## src/rtl/sequenciador_mux4.sv

```systemverilog
// Round-robin sequencer driving the select/enable inputs of a 4:1 mux.
// Each requesting channel is granted a fixed slot of SLOT cycles; a slot
// may end early when its requester drops. Priority rotates so that the
// channel whose slot just ended is considered last.
module sequenciador_mux4 #(
    parameter int SLOT = 4
) (
    input  logic       clock,
    input  logic       reset,
    input  logic [3:0] req,
    input  logic       hold,
    output logic [1:0] sel,
    output logic       enable,
    output logic [3:0] grant,
    output logic       fim_slot
);

    typedef enum logic {
        IDLE  = 1'b0,
        GRANT = 1'b1
    } state_t;

    localparam logic [7:0] LAST = 8'(SLOT - 1);

    state_t     state, state_next;
    logic [1:0] ptr, ptr_next;
    logic [1:0] sel_next;
    logic [7:0] cnt, cnt_next;
    logic       enable_next;
    logic [3:0] grant_next;
    logic [2:0] arb;

    // Returns {found, winner}: first requester in the order p, p+1, p+2, p+3.
    function automatic logic [2:0] arbitrate(input logic [3:0] r, input logic [1:0] p);
        logic [2:0] res;
        logic [1:0] c;
        res = 3'b000;
        // Walk backwards so the lowest offset from p overwrites the rest.
        for (int k = 3; k >= 0; k--) begin
            c = p + 2'(k);
            if (r[c]) begin
                res = {1'b1, c};
            end
        end
        return res;
    endfunction

    assign arb = arbitrate(req, ptr);

    // Slot ends on the last counted cycle (not while frozen) or when the
    // granted channel withdraws its request, even under hold.
    assign fim_slot = enable & (((cnt == LAST) & ~hold) | ~req[sel]);

    // State and output registers; reset wins over every other input.
    always_ff @(posedge clock) begin
        if (reset) begin
            state  <= IDLE;
            ptr    <= 2'd0;
            cnt    <= 8'd0;
            sel    <= 2'd0;
            enable <= 1'b0;
            grant  <= 4'b0000;
        end else begin
            state  <= state_next;
            ptr    <= ptr_next;
            cnt    <= cnt_next;
            sel    <= sel_next;
            enable <= enable_next;
            grant  <= grant_next;
        end
    end

    // Next-state logic: arbitration, slot counting and slot-end handover.
    always_comb begin
        state_next = state;
        ptr_next   = ptr;
        cnt_next   = cnt;
        sel_next   = sel;
        case (state)
            IDLE: begin
                if (!hold && arb[2]) begin
                    state_next = GRANT;
                    sel_next   = arb[1:0];
                    ptr_next   = arb[1:0] + 2'd1;
                    cnt_next   = 8'd0;
                end
            end
            GRANT: begin
                if (fim_slot) begin
                    if (arb[2]) begin
                        sel_next = arb[1:0];
                        ptr_next = arb[1:0] + 2'd1;
                        cnt_next = 8'd0;
                    end else begin
                        state_next = IDLE;
                    end
                end else if (!hold) begin
                    cnt_next = cnt + 8'd1;
                end
            end
            default: begin
                state_next = IDLE;
            end
        endcase
    end

    // Registered mux controls follow the next state; grant mirrors sel.
    always_comb begin
        enable_next = (state_next == GRANT);
        grant_next  = enable_next ? (4'b0001 << sel_next) : 4'b0000;
    end

endmodule

```

## config.mk

```make
export PLATFORM = sky130hd
export DESIGN_NAME = sequenciador_mux4
export DESIGN_NICKNAME = d
export VERILOG_FILES = /design/src/rtl/sequenciador_mux4.sv
export SDC_FILE = /design/constraint.sdc
export NUM_CORES = 1
export LEC_CHECK = 0
export CAP_MARGIN = 10
export CORE_ASPECT_RATIO = 1.25
export CORE_MARGIN = 2
export CORE_UTILIZATION = 54
export DETAILED_ROUTE_END_ITERATION = 7
export GPL_ROUTABILITY_DRIVEN = 0
export PLACE_DENSITY_LB_ADDON = 0.08
export SLEW_MARGIN = 20
export SYNTH_ARGS = -nofsm -noshare
export SYNTH_HDL_FRONTEND = slang
export SYNTH_SLANG_ARGS = --single-unit
```

## constraint.sdc

```tcl
create_clock -name clock -period 3.7 [get_ports clock]
set_input_delay 1.11 -clock clock [delete_from_list [all_inputs] [get_ports clock]]
set_output_delay 1.11 -clock clock [all_outputs]
set_load 0.005 [all_outputs]
```

=== Word level (Yosys, flattened, before mapping) ===
Index checks and enable logic that the tools add are counted.

* Flip-flop bits (word level): 17
* Bits of input ports: 7
* Output and inout port bits: 8
* Word-level logic and storage cells: 65

* Add/subtract/negate cells: 5
* Magnitude comparators: 5
* Eq/ne operators: 6
* Shift-type cells: 1
* Mux-type cells: 31
* Bitwise operators: 7
* Reductions and logical operators: 5

{| class="wikitable"
|+ Operator list
! kind !! number
|-
| $mux W8 || 4
|-
| $pmux W8 S2 || 1
|-
| $lt A2 B3 Y1 const B || 5
|-
| $mux W2 || 6
|-
| $mux W3 || 4
|-
| $bmux W1 S2 || 5
|-
| $add A8 B1 Y8 const B || 1
|-
| $eq A8 B2 Y1 const B || 1
|-
| $mux W1 || 8
|-
| $pmux W2 S2 || 2
|-
| $reduce_and A3 Y1 || 2
|-
| $add A2 B1 Y2 const B || 2
|-
| $add A2 B2 Y2 const B || 2
|-
| $ne A2 B2 Y1 const B || 2
|-
| $not A1 Y1 || 4
|-
| $shl A1 B2 Y4 const A || 1
|-
| $ne A3 B2 Y1 const B || 1
|-
| $ne A3 B3 Y1 const B || 1
|-
| $and A1 B1 Y1 || 2
|-
| $ne A2 B1 Y1 const B || 1
|-
| $pmux W1 S2 || 1
|-
| $reduce_or A2 Y1 || 1
|-
| $logic_and A1 B1 Y1 || 1
|-
| $logic_not A1 Y1 || 1
|-
| $or A1 B1 Y1 || 1
|}

=== Longest topological paths before layout ===
Gate-level depths: netlist of the first run.

* Depth after elaboration: 12
* Gate-level depth with buffers: 8
* Depth with buffers taken out: 6

=== Worst setup path before layout of the first run ===
No wires, ideal clock.

* Path kind: input port to output port
* From: in req[3]
* To: out fim_slot
* Arrival: 1.906 ns
* Slack: 0.684 ns
* Stages on the path: 3
* Path buffers: 0
* Path through: mux4_2 -> o41a_1 -> and2b_1

* Cells in the longest elaborated chain, start to end: 5

{| class="wikitable"
|+ RTL lines
! what !! line !! text
|-
| start: declaration || 10 || <nowiki>input logic [3:0] req,</nowiki>
|-
| $bmux W1 S2 || 52 || <nowiki>assign fim_slot = enable & (((cnt == LAST) & ~hold) | ~req[sel]);</nowiki>
|-
| $mux W1 (implied by the code) || 52 ||
|-
| $not A1 Y1 || 52 ||
|-
| $or A1 B1 Y1 || 52 ||
|-
| $and A1 B1 Y1 || 52 ||
|-
| end: declaration || 15 || <nowiki>output logic fim_slot</nowiki>
|}

Every way passes these cells. The select of a mux whose other input is x is not followed.

=== Final worst setup path of the first run ===
Ends and elaborated chain as after synthesis.

==> PnR_summary.wiki, run 1 <==
{| class="wikitable"
! Metric !! Value
|-
| Bufs on Longest Clock Path || 2
|-
| Synthesized Nets || 108
|-
| Core area || 1562 sq um
|-
| Cell Int Power || 289.0 uW
|-
| Ports placed on the boundary || 15
|-
| Number of global-route vias before repair || roughly 760
|-
| Max VDD drop || 0.0002569 V
|-
| Number of vias in the routed layout || 873
|-
| Final-report max-slew violation count || 0
|-
| Largest net degree at the start of global routing || 18
|-
| Post-route setup TNS || 0 ns
|-
| Xor/xnor share of the synthesized area || 0.009763
|-
| Leading post-synthesis cells by cell area || sky130_fd_sc_hd__dfxtp_1 (38%), sky130_fd_sc_hd__a21oi_1 (7.8%), sky130_fd_sc_hd__a311oi_1 (6.8%)
|-
| TritonCTS Buffers || 3
|-
| Dpl hpwl || 1415 um
|-
| Number of hold-repair buffers added at the cts stage || 0
|-
| Post-synth EDFFs || 0
|-
| Inserted Diodes || 0
|-
| Final Hold Vio Count || 0
|-
| Synthesized flop and latch total || 17
|-
| Post-synth ARST share || 0
|-
| Worst Clk Skew || 0.001174 ns
|-
| Via density || 6.191
|-
| Multiplexer fraction of the synthesized cell area || 0.03626
|-
| Part of the power in the clock network || 0.251
|-
| Static power due to leakage || between 0.0004 and 0.0005 uW
|-
| Pwr per Cell Area || 359.8 nW/um^2
|-
| Clock input transition at the sequential cells of the worst setup and hold paths || about 0.10 ns
|-
| P&R area growth vs syn || 25.94%
|-
| Wire length per cell after detailed routing || 13.54 um
|-
| Post-placement cell count || 136
|-
| Register area share after synthesis || 0.3794
|-
| Height of the chip || 49.57 um
|-
| Clock sink count || 17
|-
| Worst-margin pin slew || 0.8013 ns
|-
| Total wire length after detailed routing || 1909 um
|-
| Clock root buffer || sky130_fd_sc_hd__clkbuf_4
|-
| Share of final-layout standard cells stronger than drive strength 1 || 0.1626
|-
| Final cell count without fillers || 141
|-
| Pre-antenna DRT Iters || 4
|-
| Area fraction in and, or, nand and nor cells after synthesis || 0.2552
|-
| Remaining global-route overflow || 0
|-
| TritonCTS clock tree || built
|-
| Critical Path Source Type || input pin
|-
| Final-report setup violation count || 0
|-
| Input/output buffers || 14
|-
| Type of element capturing the critical path || output port
|-
| Critical path data required time || 2.59 ns
|-
| Post-layout minimum cycle time || around 3.5 ns
|-
| Die extent in x || 40.46 um
|-
| Instance count of the mapped netlist || 100
|-
| Post-Route Utilization || 0.7236
|-
| Clock network latency to the later pin of the worst-skew pair || 0.29 ns
|-
| Cell type with the largest total area after synthesis || sky130_fd_sc_hd__dfxtp_1
|-
| Share of the clock period used by the worst path after layout || 0.9569
|-
| Unique cell type count in the Yosys netlist || 35
|-
| Largest family of logic cells by synthesized area || compound AO/OA/AOI/OAI gates
|-
| Compound-cell area share of the yosys netlist || 0.2636
|-
| Post-Synthesis Cell Area || 897.1 sq um
|-
| Type of the worst setup path || in2out
|-
| Total routing usage reported by global routing || 0.2254
|-
| Initial antenna violation count || 0
|-
| Post-Syn Area per Cell || about 9 sq um
|-
| Antenna Nets Post-Route || 0
|-
| Outcome || complete, no violations
|-
| Maximum clock frequency || 282.5 MHz
|-
| Post-Synth Adder-Cell Area || 0.01395
|-
| Yosys synthesis warning count || 0
|-
| Fraction of power spent switching nets || 0.2892
|-
| Hold slack final || just under 0.5 ns
|-
| Placement row count || 16
|-
| Maximum level of the CTS H-tree || 1
|-
| Number of design-rule violations left by the first detailed-router iteration || 16
|-
| Max-cap viol count || 0
|-
| Reported net switching power || approximately 120 uW
|-
| DRC || 0
|-
| Path class of the lowest-slack min-delay path || reg2reg
|-
| Arr. time, crit path || 2.43 ns
|-
| Number of nets in the layout || 132
|-
| Die Area || about 2000 sq um
|-
| Setup repair after global routing missed its margin || false
|-
| Combinational share of power || 0.251
|-
| Share of power burned in registers || 0.498
|-
| Effective utilization at floorplan || 0.5745
|-
| Main synth FF type || sky130_fd_sc_hd__dfxtp_1
|-
| Remaining max-slew budget at the tightest pin || 0.4622
|-
| First-pass GRT wire length || around 3200 um
|-
| Maximum fanout count along the critical path || 2
|-
| Synth top area share || 0.3794
|}
-- final timing paths --
path | startpoint | end | slack [ns] | depth (start not counted)
hold reg to reg | cnt[1] | cnt[1] | 0.49 | 2
setup reg to reg | cnt[3] | grant[0] | 1.27 | 7
setup / recovery | req[3] | fim_slot | 0.16 | 5
hold / removal | cnt[1] | cnt[1] | 0.49 | 2
-- per-stage QoR --
step           area (sq um)  total power [uW]  setup WS [ns]
6_report               1130             406.6         0.1596
5_1_grt                1130             426.4        0.09702
4_1_cts                1131             410.5        0.02833
3_5_place_dp           1097             307.5        -0.2425
3_3_place_gp           1097             304.8        -0.2242
2_1_floorplan         897.1             265.3         0.6838
-- cells by family (layout without fill, tap and decap cells) --
family,after synthesis,after routing
buf+inv,8,31
compound gates,34,34
xor+xnor,1,1
fa+ha+maj,1,1
simple gates,37,37
mux,2,2
flops,17,17
-- power groups by stage --
| stage | sequential (uW) | clock, uW | combinational, uW |
|---|---|---|---|
| after CTS | 203 | 105 | 103 |
| after global routing | 204 | 110 | 113 |
| after detailed placement | 207 | 0 | 100 |
| after global placement | 206 | 0 | 98.5 |
| final | 203 | 102 | 102 |
| after floorplan | 205 | 0 | 60.0 |
-- Yosys cell counts, types with 2 or more instances --
cell / n
sky130_fd_sc_hd__clkbuf_1: 3
sky130_fd_sc_hd__nand3b_1: 4
sky130_fd_sc_hd__a41oi_1: 2
sky130_fd_sc_hd__a311oi_1: 7
sky130_fd_sc_hd__nor2_1: 5
sky130_fd_sc_hd__or3b_2: 2
sky130_fd_sc_hd__o21ai_0: 3
sky130_fd_sc_hd__a21oi_1: 14
sky130_fd_sc_hd__dfxtp_1: 17
sky130_fd_sc_hd__and3_1: 2
sky130_fd_sc_hd__nand3_1: 3
sky130_fd_sc_hd__inv_1: 4
sky130_fd_sc_hd__o41a_1: 2
sky130_fd_sc_hd__nand2_1: 5
sky130_fd_sc_hd__nand2b_1: 7
-- routing by layer --
metal	up-vias	track usage	part of all wire
met3	2	0.02703	0.036
met5	-	0	0
met1	422	0.2800	0.44
li1	431	-	-
met2	18	0.3836	0.51
met4	0	0.06667	0.010
-- registers in the layout, indices dropped and copies added (netlist names) --
register  cells
cnt           8
grant         4
ptr           2
sel           2
state         1
-- worst max-delay path, cell delays in order --
cell and delay, ns:
sky130_fd_sc_hd__clkdlybuf4s50_1 0.42, sky130_fd_sc_hd__mux4_2 0.48, sky130_fd_sc_hd__o41a_1 0.13, sky130_fd_sc_hd__and2b_1 0.19, sky130_fd_sc_hd__clkbuf_2 0.10
-- timing repair --
| action | CTS | global route |
|---|---|---|
| buffers inserted | 1 | 0 |
| resized for setup | 1 | 3 |
| cloned | 0 | 0 |
| setup endpoints to repair | 1 | 1 |
-- area by class of cell --
type                    count  area [sq um]
flip-flops and latches     17         340.3
inverters                   4         15.01
fillers                   134         431.7
well taps                  18         22.52
multi-input cells          75         519.2
repair buffers             23         205.2
clock buffers               3         22.52
clock inverters             1         5.005
-- cells in the final DEF (no fill, tap or decap), types with 3 or more instances in the layout --
cell type	n
sky130_fd_sc_hd__dfxtp_1	17
sky130_fd_sc_hd__a21oi_1	14
sky130_fd_sc_hd__clkdlybuf4s50_1	12
sky130_fd_sc_hd__buf_4	9
sky130_fd_sc_hd__nand2b_1	7
sky130_fd_sc_hd__a311oi_1	7
sky130_fd_sc_hd__nor2_1	5
sky130_fd_sc_hd__nand2_1	5
sky130_fd_sc_hd__inv_1	4
sky130_fd_sc_hd__nand3b_1	4
sky130_fd_sc_hd__o21ai_0	3
sky130_fd_sc_hd__nand3_1	3
sky130_fd_sc_hd__clkbuf_4	3
No activity file was read; power rests on OpenSTA's default activity.
==> inputs of run 2 (changes only) <==
CORE_ASPECT_RATIO = not set   (was 1.25)
==> PnR_summary.wiki, run 2 (synthesis gave the netlist of run 1 again) <==
{| class="wikitable"
! Metric !! Value
|-
| DRC || 0 (unchanged)
|-
| Top library cells by usage in the layout, fill and taps aside || sky130_fd_sc_hd__dfxtp_1 (17), sky130_fd_sc_hd__a21oi_1 (14), sky130_fd_sc_hd__clkdlybuf4s50_1 (13) (was sky130_fd_sc_hd__dfxtp_1 (17), sky130_fd_sc_hd__a21oi_1 (14), sky130_fd_sc_hd__clkdlybuf4s50_1 (12))
|-
| Final Hold Vio Count || 0 (unchanged)
|-
| Final-report max-slew violation count || 0 (unchanged)
|-
| Type of the worst setup path || in2out (unchanged)
|-
| Number of vias in the routed layout || 862 (was 873)
|-
| Antenna Nets Post-Route || 0 (unchanged)
|-
| Flip-flop count of the largest register after layout || 8 (unchanged)
|-
| Effective utilization at floorplan || 0.5887 (was 0.5745)
|-
| Input/output buffers || 14 (unchanged)
|-
| Number of design-rule violations left by the first detailed-router iteration || 7 (was 16)
|-
| Via density || 6.246 (was 6.191)
|-
| Remaining global-route overflow || 0 (unchanged)
|-
| Inserted Diodes || 0 (unchanged)
|-
| Total routing usage reported by global routing || 0.2361 (was 0.2254)
|-
| Dpl hpwl || 1485 um (was 1415 um)
|-
| First-pass GRT wire length || 3429 um (was 3243 um)
|-
| Worst setup path endpoint || fim_slot (unchanged)
|-
| Max-cap viol count || 0 (unchanged)
|-
| Number of global-route vias before repair || 837 (was 764)
|-
| Pre-antenna DRT Iters || 4 (unchanged)
|-
| Clock sink count || 17 (unchanged)
|-
| P&R area growth vs syn || 24.41% (was 25.94%)
|-
| Post-placement cell count || 134 (was 136)
|-
| Placement row count || 14 (was 16)
|-
| Pwr per Cell Area || 361.1 nW/um^2 (was 359.8 nW/um^2)
|-
| Final cell count without fillers || 138 (was 141)
|-
| TritonCTS Buffers || 3 (unchanged)
|-
| Ports placed on the boundary || 15 (unchanged)
|-
| Maximum level of the CTS H-tree || 1 (unchanged)
|-
| Die Area || 2003 sq um (was 2005 sq um)
|-
| Most common library cell in the layout ignoring fill and taps || sky130_fd_sc_hd__dfxtp_1 (unchanged)
|-
| Post-route setup TNS || 0 ns (unchanged)
|-
| Post-layout minimum cycle time || 3.588 ns (was 3.540 ns)
|-
| Share of final-layout standard cells stronger than drive strength 1 || 0.1475 (was 0.1626)
|-
| Final-report setup violation count || 0 (unchanged)
|-
| Die extent in x || 44.76 um (was 40.46 um)
|-
| Top reg by flops || cnt (unchanged)
|-
| Filler cells || 123 (was 134)
|-
| Wire length per cell after detailed routing || 14.58 um (was 13.54 um)
|-
| Worst-margin pin slew || 0.9138 ns (was 0.8013 ns)
|-
| Initial antenna violation count || 0 (unchanged)
|-
| Reg2Reg Capture Point || grant[0] (unchanged)
|-
| Height of the chip || 44.76 um (was 49.57 um)
|-
| Startpoint of the most critical register-to-register path || cnt[4] (was cnt[3])
|-
| Uppermost layer routed || met4 (unchanged)
|-
| Path class of the lowest-slack min-delay path || reg2reg (unchanged)
|-
| Area of all sequential standard cells || 340.3 sq um (unchanged)
|-
| Number of hold-repair buffers added at the cts stage || 0 (unchanged)
|-
| Clock network latency to the later pin of the worst-skew pair || 0.29 ns (about the same)
|-
| Core area || 1524 sq um (was 1562 sq um)
|-
| Post-Route Utilization || 0.7323 (was 0.7236)
|-
| Static power due to leakage || 0.0004080 uW (was 0.0004247 uW)
|-
| Met3 wirelength from detailed routing || 113 um (was 69 um)
|-
| Outcome || complete, no violations (unchanged)
|-
| Remaining max-slew budget at the tightest pin || 0.3867 (was 0.4622)
|-
| Clock root buffer || sky130_fd_sc_hd__clkbuf_4 (unchanged)
|-
| Type of element capturing the critical path || output port (unchanged)
|-
| Maximum fanout count along the critical path || 2 (unchanged)
|-
| TritonCTS clock tree || built (unchanged)
|-
| Arr. time, crit path || 2.48 ns (was 2.43 ns)
|-
| Share of the clock period used by the worst path after layout || 0.9697 (was 0.9569)
|-
| Total wire length after detailed routing || 2012 um (was 1909 um)
|-
| Bufs on Longest Clock Path || 2 (unchanged)
|-
| PnR Total Power || 403.1 uW (was 406.6 uW)
|-
| Depth of the worst register-to-register path || 6 (was 7)
|-
| Largest net degree at the start of global routing || 18 (unchanged)
|-
| Reg-to-reg setup timing slack || 1.33 ns (was 1.27 ns)
|-
| Maximum clock frequency || 278.7 MHz (was 282.5 MHz)
|-
| Number of nets in the layout || 131 (was 132)
|-
| Worst Clk Skew || 0.006379 ns (was 0.001174 ns)
|-
| Top Registers || cnt: 8 flops, grant: 4 flops (unchanged)
|-
| Area used by multi-input combinational logic || 519.2 sq um (unchanged)
|-
| Setup repair after global routing missed its margin || false (unchanged)
|-
| Setup repair bufs after CTS || 0 (was 1)
|-
| Met1 wire length || 936 um (was 840 um)
|-
| Routed wire length on met2 || 930 um (was 980 um)
|-
| Max VDD drop || 0.0002540 V (was 0.0002569 V)
|-
| Critical path data required time || 2.59 ns (about the same)
|-
| Clock input transition at the sequential cells of the worst setup and hold paths || 0.10 ns (about the same)
|-
| Timing startpoint of the critical path || req[3] (unchanged)
|-
| Critical Path Source Type || input pin (unchanged)
|}
run 2: cell types whose count changed in the layout (fill, tap and decap cells not counted), sizes merged:
| cell | before | now |
|---|---|---|
| clkdlybuf4s50 | 12 | 13 |
| clkbuf | 4 | 5 |
| clkinv | 1 | 0 |
| dlymetal6s2s | 1 | 0 |
| buf | 9 | 8 |
run 2: area by class of cell:
class	count	share of cell area
clock buffer	4	0.02354
inverter	4	0.01345
multi-input combinational	75	0.4652
sequential	17	0.3049
tap	16	0.01794
timing repair buffer	22	0.1749
run 2: metrics by stage:
step / area (sq um) / hold WS (ns) / worst slack [ns]
global route: 1116 / 0.5371 / 0.07575
floorplan: 897.1 / 0.4521 / 0.6838
CTS: 1121 / 0.5028 / 0.01058
global placement: 1095 / 0.4763 / -0.2500
detailed placement: 1095 / 0.4886 / -0.2757
finish: 1116 / 0.5018 / 0.1122
run 2: timing repair:
| item | in CTS | in global routing |
|---|---|---|
| endpoints found under the setup margin | 1 | 1 |
| gates resized for setup | 2 | 1 |
| hold endpoints to repair | 0 | 0 |
run 2: routing by layer:
layer,up-vias,track usage
met1,402,0.2937
met4,0,0.1152
met5,-,0
met3,5,0.07200
met2,30,0.3710
li1,425,-
run 2: worst min path at each step:
stage / start / to / cells after the start
finish: cnt[1] / cnt[1] / 2
global route: cnt[1] / cnt[1] / 2
CTS: cnt[1] / cnt[1] / 2
detailed placement: cnt[1] / cnt[1] / 2
global placement: cnt[7] / cnt[7] / 1
floorplan: cnt[7] / cnt[7] / 1
run 2: worst max-delay path: stages:
cell and delay (ns):
sky130_fd_sc_hd__clkdlybuf4s50_1 0.43, sky130_fd_sc_hd__mux4_2 0.49, sky130_fd_sc_hd__o41a_1 0.15, sky130_fd_sc_hd__and2b_1 0.20
sky130_fd_sc_hd__clkbuf_2 0.10
run 2: power breakdown:
| group | switching (uW) | leakage, uW | internal [uW] |
|---|---|---|---|
| combinational | 47.1 | 0.000255 | 54.5 |
| sequential | 10.1 | 0.000138 | 193 |
| clock | 56.9 | 0.0000150 | 42.0 |
==> inputs of run 3 (changes only) <==
CORE_UTILIZATION = 45   (was 54)
==> PnR_summary.wiki, run 3 (synthesis gave the netlist of run 1 again) <==
{| class="wikitable"
! Metric !! Value
|-
| Outcome || complete, no violations (unchanged)
|-
| Total routing usage reported by global routing || 0.1798 (was 0.2361)
|-
| Setup repair after global routing missed its margin || false (unchanged)
|-
| Total cell area at the placement stage || 1116 sq um (was 1095 sq um)
|-
| Path class of the lowest-slack min-delay path || reg2reg (unchanged)
|-
| Total of cells resized after clock tree synthesis || 1 (was 2)
|-
| TritonCTS clock tree || built (unchanged)
|-
| Pwr per Cell Area || 355.2 nW/um^2 (was 361.1 nW/um^2)
|-
| Antenna Nets Post-Route || 0 (unchanged)
|-
| Remaining max-slew budget at the tightest pin || 0.6609 (was 0.3867)
|-
| Setup repair bufs after CTS || 0 (unchanged)
|-
| Top reg by flops || cnt (unchanged)
|-
| Clock root buffer || sky130_fd_sc_hd__clkbuf_4 (unchanged)
|-
| Clock input transition at the sequential cells of the worst setup and hold paths || 0.10 ns (about the same)
|-
| Hold slack final || 0.5027 ns (was 0.5018 ns)
|-
| Worst Clk Skew || 0.006034 ns (was 0.006379 ns)
|-
| Number of global-route vias before repair || 795 (was 837)
|-
| Arr. time, crit path || 2.51 ns (was 2.48 ns)
|-
| Effective utilization at floorplan || 0.4668 (was 0.5887)
|-
| Flip-flop count of the largest register after layout || 8 (unchanged)
|-
| Pre-antenna DRT Iters || 4 (unchanged)
|-
| Dpl hpwl || 1436 um (was 1485 um)
|-
| Share of the clock period used by the worst path after layout || 0.9792 (was 0.9697)
|-
| Wire length per cell after detailed routing || 13.41 um (was 14.58 um)
|-
| Most common library cell in the layout ignoring fill and taps || sky130_fd_sc_hd__dfxtp_1 (unchanged)
|-
| Depth of the worst register-to-register path || 6 (unchanged)
|-
| Inserted Diodes || 0 (unchanged)
|-
| Hold path depth || 2 (unchanged)
|-
| End point of the most critical hold path || cnt[1] (unchanged)
|-
| Initial antenna violation count || 0 (unchanged)
|-
| Worst-margin pin slew || 0.5070 ns (was 0.9138 ns)
|-
| Max VDD drop || 0.0002279 V (was 0.0002540 V)
|-
| Share of final-layout standard cells stronger than drive strength 1 || 0.1545 (was 0.1475)
|-
| Number of design-rule violations left by the first detailed-router iteration || 10 (was 7)
|-
| Clock sink count || 17 (unchanged)
|-
| Type of element capturing the critical path || output port (unchanged)
|-
| Design Area, Final || 1146 sq um (was 1116 sq um)
|-
| Maximum clock frequency || 276.0 MHz (was 278.7 MHz)
|-
| Via density || 5.527 (was 6.246)
|-
| Number of vias in the routed layout || 829 (was 862)
|-
| Top library cells by usage in the layout, fill and taps aside || sky130_fd_sc_hd__dfxtp_1 (17), sky130_fd_sc_hd__a21oi_1 (14), sky130_fd_sc_hd__clkdlybuf4s50_1 (12) (was sky130_fd_sc_hd__dfxtp_1 (17), sky130_fd_sc_hd__a21oi_1 (14), sky130_fd_sc_hd__clkdlybuf4s50_1 (13))
|-
| Post-route setup TNS || 0 ns (unchanged)
|-
| Maximum level of the CTS H-tree || 1 (unchanged)
|-
| Maximum fanout count along the critical path || 2 (unchanged)
|-
| Top Registers || cnt: 8 flops, grant: 4 flops (unchanged)
|-
| Largest net degree at the start of global routing || 18 (unchanged)
|-
| Total wire length after detailed routing || 2012 um (unchanged)
|-
| Final-report max-slew violation count || 0 (unchanged)
|-
| Static power due to leakage || 0.0004249 uW (was 0.0004080 uW)
|-
| Clock network latency to the later pin of the worst-skew pair || 0.29 ns (about the same)
|-
| Final Hold Vio Count || 0 (unchanged)
|-
| Final-report setup violation count || 0 (unchanged)
|-
| Placement row count || 16 (was 14)
|-
| Ports placed on the boundary || 15 (unchanged)
|-
| Bufs on Longest Clock Path || 2 (unchanged)
|-
| Number of hold-repair buffers added at the cts stage || 0 (unchanged)
|-
| Die Area || 2367 sq um (was 2003 sq um)
|-
| Height of the chip || 48.65 um (was 44.76 um)
|-
| Die extent in x || 48.65 um (was 44.76 um)
|-
| DRC || 0 (unchanged)
|-
| Max-cap viol count || 0 (unchanged)
|-
| TritonCTS Buffers || 3 (unchanged)
|-
| First-pass GRT wire length || 3367 um (was 3429 um)
|-
| Hold path startpoint || cnt[1] (unchanged)
|-
| Core area || 1922 sq um (was 1524 sq um)
|-
| Critical Path Source Type || input pin (unchanged)
|-
| Startpoint of the most critical register-to-register path || cnt[3] (was cnt[4])
|-
| Reg2Reg Capture Point || grant[0] (unchanged)
|-
| Type of the worst setup path || in2out (unchanged)
|-
| Reg-to-reg setup timing slack || 1.38 ns (was 1.33 ns)
|-
| Input/output buffers || 14 (unchanged)
|-
| P&R area growth vs syn || 27.75% (was 24.41%)
|-
| Remaining global-route overflow || 0 (unchanged)
|-
| Number of nets in the layout || 132 (was 131)
|-
| Critical path data required time || 2.59 ns (about the same)
|-
| Post-layout minimum cycle time || 3.623 ns (was 3.588 ns)
|}
run 3: per-layer routing:
metal / vias to the layer above / GRT usage / part of all wire
li1: 429 / - / -
met1: 387 / 0.2235 / 0.47
met2: 11 / 0.3059 / 0.49
met3: 2 / 0.03395 / 0.029
met4: 0 / 0.07143 / 0.0070
met5: - / 0 / 0
run 3: layout make-up:
type	count	area [sq um]
tap	27	33.78
sequential	17	340.3
fill	194	775.7
timing repair buffer	23	210.2
inverter	4	15.01
clock inverter	1	5.005
multi-input combinational	75	519.2
clock buffer	3	22.52
run 3: metrics by stage:
stage / instances / power, uW / setup slack [ns] / utilization
2_1_floorplan: 100 / 265.3 / 0.6838 / -
3_3_place_gp: 146 / 307.8 / -0.2468 / 0.5807
3_5_place_dp: 146 / 310.0 / -0.2473 / 0.5807
4_1_cts: 150 / 412.3 / 0.02717 / 0.5944
5_1_grt: 150 / 432.2 / 0.004417 / 0.5964
6_report: 150 / 407.1 / 0.07689 / 0.5964
run 3: power breakdown:
part	internal (uW)	switching (uW)	total [uW]
clock	40.3	60.9	101
sequential	193	9.79	202
combinational	56.9	46.6	104
run 3: how the worst max path moves through the flow:
stage | start | end | depth (start not counted)
finish | req[0] | fim_slot | 5
global route | req[2] | fim_slot | 5
floorplan | req[3] | fim_slot | 3
CTS | req[3] | fim_slot | 5
detailed placement | req[3] | fim_slot | 5
global placement | req[3] | fim_slot | 5
run 3: critical path, stage by stage:
cell	delay, ns
sky130_fd_sc_hd__clkdlybuf4s50_1	0.42
sky130_fd_sc_hd__mux4_2	0.46
sky130_fd_sc_hd__o41a_1	0.13
sky130_fd_sc_hd__and2b_1	0.19
sky130_fd_sc_hd__clkdlybuf4s15_1	0.20
